--- config.mk ---
export PLATFORM = sky130hd
export DESIGN_NAME = sumador_serie
export DESIGN_NICKNAME = d
export VERILOG_FILES = /design/src/rtl/sumador_pkg.sv /design/src/rtl/sumador_digito.sv /design/src/rtl/sumador_serie.sv
export SDC_FILE = /design/constraint.sdc
export NUM_CORES = 1
export LEC_CHECK = 0
export CORE_MARGIN = 2
export CORE_UTILIZATION = 50
export DETAILED_ROUTE_END_ITERATION = 7
export GPL_TIMING_DRIVEN = 0
export MAX_ROUTING_LAYER = met4
export PLACE_DENSITY = 0.78
export REMOVE_ABC_BUFFERS = 1
export SKIP_CTS_REPAIR_TIMING = 1
export SYNTH_ARGS = -nofsm -noshare
export SYNTH_HDL_FRONTEND = slang
export SYNTH_HIERARCHICAL = 1
export SYNTH_SLANG_ARGS = --single-unit
--- constraint.sdc ---
create_clock -name clk -period 2.7 [get_ports clk]
set_input_delay 0.54 -clock clk [delete_from_list [all_inputs] [get_ports clk]]
set_output_delay 0.54 -clock clk [all_outputs]
set_load 0.005 [all_outputs]
--- src/rtl/sumador_pkg.sv ---
// Shared types and helpers for the digit-serial adder/subtractor (sumador_serie).
// Holds the FSM state encoding, operation codes and cycle-count helper.
package sumador_pkg;

    typedef enum logic [1:0] {
        IDLE = 2'd0,
        CALC = 2'd1,
        DONE = 2'd2
    } state_t;

    localparam logic OP_SUMA  = 1'b0;
    localparam logic OP_RESTA = 1'b1;

    // Number of digit cycles needed to sweep a WIDTH-bit operand.
    function automatic int calc_n(input int width, input int digit);
        return width / digit;
    endfunction

endpackage

--- src/rtl/sumador_digito.sv ---
// Combinational DIGIT-bit ripple adder cell used once per clock by sumador_serie.
// Also exposes the carry into the most significant bit so the top can derive overflow.
module sumador_digito #(
    parameter int DIGIT = 2
) (
    input  logic [DIGIT-1:0] a,
    input  logic [DIGIT-1:0] b,
    input  logic             ci,
    output logic [DIGIT-1:0] s,
    output logic             co,
    output logic             c_msb
);

    logic v_c;

    always_comb begin
        s     = '0;
        c_msb = 1'b0;
        v_c   = ci;
        for (int i = 0; i < DIGIT; i++) begin
            if (i == DIGIT - 1) begin
                c_msb = v_c;
            end
            s[i] = a[i] ^ b[i] ^ v_c;
            v_c  = (a[i] & b[i]) | (v_c & (a[i] ^ b[i]));
        end
        co = v_c;
    end

endmodule

--- src/rtl/sumador_serie.sv ---
// Digit-serial adder/subtractor: DIGIT bits per clock, result registered with a done pulse.
// Define SUMADOR_OVF_EN to build the two's-complement overflow flag; otherwise ovf is tied low.
module sumador_serie
    import sumador_pkg::*;
#(
    parameter int WIDTH = 8,
    parameter int DIGIT = 2
) (
    input  logic             clk,
    input  logic             rst,
    input  logic             start,
    input  logic [WIDTH-1:0] A,
    input  logic [WIDTH-1:0] B,
    input  logic             Ci,
    input  logic             select,
    output logic [WIDTH-1:0] O,
    output logic             Co,
    output logic             ovf,
    output logic             busy,
    output logic             done
);

    localparam int N  = calc_n(WIDTH, DIGIT);
    localparam int CW = (N > 1) ? $clog2(N) : 1;

    generate
        if (DIGIT < 1) begin : g_bad_digit
            $error("sumador_serie: DIGIT must be at least 1");
        end
        if ((WIDTH % DIGIT) != 0) begin : g_bad_width
            $error("sumador_serie: WIDTH must be a multiple of DIGIT");
        end
    endgenerate

    state_t           r_state;
    state_t           w_state_next;
    logic [CW-1:0]    r_cnt;
    logic [WIDTH-1:0] r_a;
    logic [WIDTH-1:0] r_b;
    logic             r_carry;
    logic [WIDTH-1:0] r_res;
    logic [WIDTH-1:0] r_o;
    logic             r_co;

    logic             w_load;
    logic             w_last;
    logic             w_calc;
    logic [DIGIT-1:0] w_s;
    logic             w_co;
    logic             w_c_msb;
    logic [WIDTH+DIGIT-1:0] w_cat;
    logic [WIDTH-1:0] w_res_next;

    sumador_digito #(.DIGIT(DIGIT)) u_digito (
        .a     (r_a[DIGIT-1:0]),
        .b     (r_b[DIGIT-1:0]),
        .ci    (r_carry),
        .s     (w_s),
        .co    (w_co),
        .c_msb (w_c_msb)
    );

    // New sum digit enters from the MSB side so the first digit ends up at bit 0.
    assign w_cat      = {w_s, r_res};
    assign w_res_next = w_cat[WIDTH+DIGIT-1:DIGIT];

    assign w_calc = (r_state == CALC);
    assign w_load = start && ((r_state == IDLE) || (r_state == DONE));
    assign w_last = w_calc && (r_cnt == CW'(N - 1));

    always_comb begin
        w_state_next = r_state;
        case (r_state)
            IDLE:    if (start) w_state_next = CALC;
            CALC:    if (r_cnt == CW'(N - 1)) w_state_next = DONE;
            DONE:    w_state_next = start ? CALC : IDLE;
            default: w_state_next = IDLE;
        endcase
    end

    always_ff @(posedge clk or posedge rst) begin
        if (rst) begin
            r_state <= IDLE;
            r_cnt   <= '0;
            r_a     <= '0;
            r_b     <= '0;
            r_carry <= 1'b0;
            r_res   <= '0;
        end else begin
            r_state <= w_state_next;
            if (w_load) begin
                r_a     <= A;
                r_b     <= (select == OP_RESTA) ? ~B : B;
                r_carry <= (select == OP_RESTA) ? ~Ci : Ci;
                r_cnt   <= '0;
            end else if (w_calc) begin
                r_a     <= r_a >> DIGIT;
                r_b     <= r_b >> DIGIT;
                r_carry <= w_co;
                r_res   <= w_res_next;
                r_cnt   <= r_cnt + 1'b1;
            end
        end
    end

    // Visible result only changes on the final digit, never showing partial sums.
    always_ff @(posedge clk or posedge rst) begin
        if (rst) begin
            r_o  <= '0;
            r_co <= 1'b0;
        end else if (w_last) begin
            r_o  <= w_res_next;
            r_co <= w_co;
        end
    end

`ifdef SUMADOR_OVF_EN
    logic r_ovf;

    always_ff @(posedge clk or posedge rst) begin
        if (rst) begin
            r_ovf <= 1'b0;
        end else if (w_last) begin
            r_ovf <= w_c_msb ^ w_co;
        end
    end

    assign ovf = r_ovf;
`else
    logic w_unused;
    assign w_unused = w_c_msb;
    assign ovf      = 1'b0;
`endif

    assign O    = r_o;
    assign Co   = r_co;
    assign busy = (r_state == CALC);
    assign done = (r_state == DONE);

endmodule
==> flow_metrics.tcl <==
set metrics [dict create \
    instances_no_fill 196 \
    leakage_nw 0.973 \
    io_pins 33 \
    core_area_um2 3280 \
    hold_viol 0 \
    cpPeakStageDelay_ns 0.69 \
    end_kind "output pin" \
    first_pass_iters 4 \
    dr.first_iter.drc_count 26 \
    vias 992 \
    synth_cell_types 22 \
    setup_slack_ns 0.106 \
    ant_nets 0 \
    wl_met1_um 1140 \
    crit_path_cell_trace "nor2b_4, clkdlybuf4s50_1" \
    cp_max_fo 25 \
    drive_above_1_share_pct 18.0 \
    cp.required_ns 2.16 \
    post-route-period-util_pct 96.1 \
    wl_met2_um 1270 \
    whs_path_depth 1 \
    p_clk_share_pct 11.6 \
    finalMaxSlewViolations 0 \
    worst_setup_path_start_kind "flip-flop" \
    cts.sinks 36 \
    register_area_um2 901 \
    total_power_w 0.00224 \
    totalWireLength_um 2620 \
    drc 0 \
    grt-ovfl-total 0 \
    syn_inst 121 \
    portBuffers 31 \
    dp.cells 189 \
    clk_path_buf_depth 2 \
    fin_worst_skew_ns 0.00673 \
    grt_usage_pct 16.6 \
    post_drt_wl_per_cell_um 13.3 \
    ir_drop_uv 460 \
    critical_path_class "flip-flop to output pin" \
    r2r-start "r_state[0]$_DFFE_PP0P_" \
    die_y_um 62.0 \
    rsz0062_at_grt "no" \
    synth-seq-area-share_pct 53.6 \
    grt_first_pass_wirelength_um 4310 \
    rows 21 \
    arrival_ns 2.05 \
    netSwitchingFraction_pct 32.5 \
    cap_violations 0 \
    clk-insertion-delay-late_ns 0.33 \
    cts_tree "yes" \
    fillCellCount 292 \
    r2r_slack_ns 0.80 \
    grt_max_degree 37 \
    synthesis.area_um2 1680 \
    hp-class "flip-flop to flip-flop" \
    fin_nets 174 \
    place_congestion 0.780 \
    p_per_area_nw_per_um2 1110 \
    htree_levels 2 \
    syn2layout_area_growth_pct 19.7 \
    dp_hpwl_um 1840 \
    cts-root-buf "clkbuf_4" \
    reg2reg_to "r_cnt[0]$_DFFE_PP0P_" \
    max_freq_ghz 0.385 \
    cpMaxStageDelayCell "nor2b_4" \
    top_layer "met4" \
    ys_warn_count 6 \
    grt_pass1_vias 967 \
    reg2reg_depth 3 \
    start_util_pct 51.2 \
    setup_viol 0 \
    tns_ns 0 \
    outcome "finished, final reports clean" \
    period_needed_ns 2.59 \
    combPwrFrac_pct 45.6 \
    seq_power_share_pct 42.8 \
    multiInputGateArea_um2 686 \
    synth_seq_cells 36 \
    vias_per_cell 5.06 \
    p_int_w 0.00151 \
    clk_pin_slew_ns 0.10 \
    max_slew.worst_pin.slew_ns 0.932 \
    p_switching_w 0.000727 \
    dr_wl_met3_um 154 \
    cp-endpoint "busy" \
    antenna_found_initial 0 \
    syn_avg_cell_area_um2 13.9 \
    cts_buffers 5 \
    maxSlewHeadroom_pct 37.6 \
    place_ws_ns 0.145 \
    die_w_um 62.0 \
    startpoint "r_state[0]$_DFFE_PP0P_" \
    die-area_um2 3840 \
    antenna_cells 0 \
]
logic make-up (layout without fill, tap and decap cells):
kind of cell / Yosys count / in the layout / share of synthesized area, %
buffers and inverters: 12 / 41 / 5.73
other: 1 / 1 / 0.223
AOI/OAI and AO/OA: 25 / 25 / 10.9
xor gates and xnor gates: 9 / 9 / 4.69
adders and majority gates: 3 / 3 / 3.13
muxes: 23 / 23 / 16.9
DFF: 36 / 36 / 53.6
and+or+nand+nor: 12 / 12 / 4.77
sequential cells by signal, indices dropped and copies added (netlist names):
name / flops
r_b: 8
r_a: 8
r_cnt: 2
O: 8
r_carry: 1
r_state: 2
r_res: 6
Co: 1
layout make-up:
cell class                 instances  area share [%]
sequential                        36            44.8
multi-input combinational         73            34.1
timing repair buffer              31            15.4
tap                               46            2.86
clock buffer                       6            2.05
inverter                           3           0.560
clock inverter                     1           0.249
cells in the final DEF (no fill, tap or decap):
master / n
xor2_1: 9
mux2i_1: 7
o21ai_1: 7
nor2b_2: 1
mux2_4: 9
nand2_8: 1
clkbuf_4: 5
clkbuf_1: 1
ha_1: 1
and2b_1: 1
dfrtp_1: 36
clkinv_2: 1
a22o_1: 11
inv_2: 1
fa_1: 2
nor2_2: 1
nand2_1: 7
inv_1: 2
mux2_2: 7
a21o_1: 7
clkdlybuf4s50_1: 31
conb_1: 1
nor2b_4: 1
critical path, delay by kind of cell, from the launching register on:
family | cells | cell delay, ns
and+or+nand+nor | 1 | 0.69
buffers and inverters | 1 | 0.64
DFF | 1 | 0.39
per-layer routing:
| layer | vias up | track usage [%] |
|---|---|---|
| met5 | - | - |
| met4 | 0 | 8.21 |
| met3 | 8 | 4.97 |
| met2 | 32 | 27.4 |
| met1 | 479 | 18.0 |
| li1 | 473 | - |
synthesized netlist by cell type, drive strengths merged:
master  number  area, um^2
a21o         7        52.6
a22o        11        96.3
and2b        1        7.51
buf          9        85.1
conb         1        3.75
dfrtp       36         901
fa           2        40.0
ha           1        12.5
inv          3        11.3
mux2        16         214
mux2i        7        70.1
nand2        8        46.3
nor2         1        6.26
nor2b        2        20.0
o21ai        7        35.0
xor2         9        78.8
worst min path at each step:
stage | from | to
5_1_grt | r_a[5]$_DFFE_PP0P_ | r_a[5]$_DFFE_PP0P_
4_1_cts | r_a[2]$_DFFE_PP0P_ | r_a[2]$_DFFE_PP0P_
6_report | r_a[2]$_DFFE_PP0P_ | r_a[2]$_DFFE_PP0P_
2_1_floorplan | r_a[2]$_DFFE_PP0P_ | r_a[2]$_DFFE_PP0P_
3_5_place_dp | r_a[2]$_DFFE_PP0P_ | r_a[2]$_DFFE_PP0P_
3_3_place_gp | r_a[2]$_DFFE_PP0P_ | r_a[2]$_DFFE_PP0P_
through the flow:
stage	util [%]	area, um^2	hold WS [ns]
after global routing	61.3	2010	0.523
final	61.3	2010	0.488
after detailed placement	59.8	1970	0.467
after global placement	59.8	1960	0.458
after CTS	61.3	2010	0.491
after floorplan	-	1600	0.450
power groups by stage:
stage | Clock [W] | Sequential, W | Combinational, W
after floorplan | 0 | 0.000933 | 0.000715
after global placement | 0 | 0.000952 | 0.000999
after detailed placement | 0 | 0.000972 | 0.00103
after CTS | 0.000273 | 0.000960 | 0.00104
after global routing | 0.000302 | 0.000991 | 0.00113
final | 0.000259 | 0.000957 | 0.00102
Power figures use the tool's default switching activity.
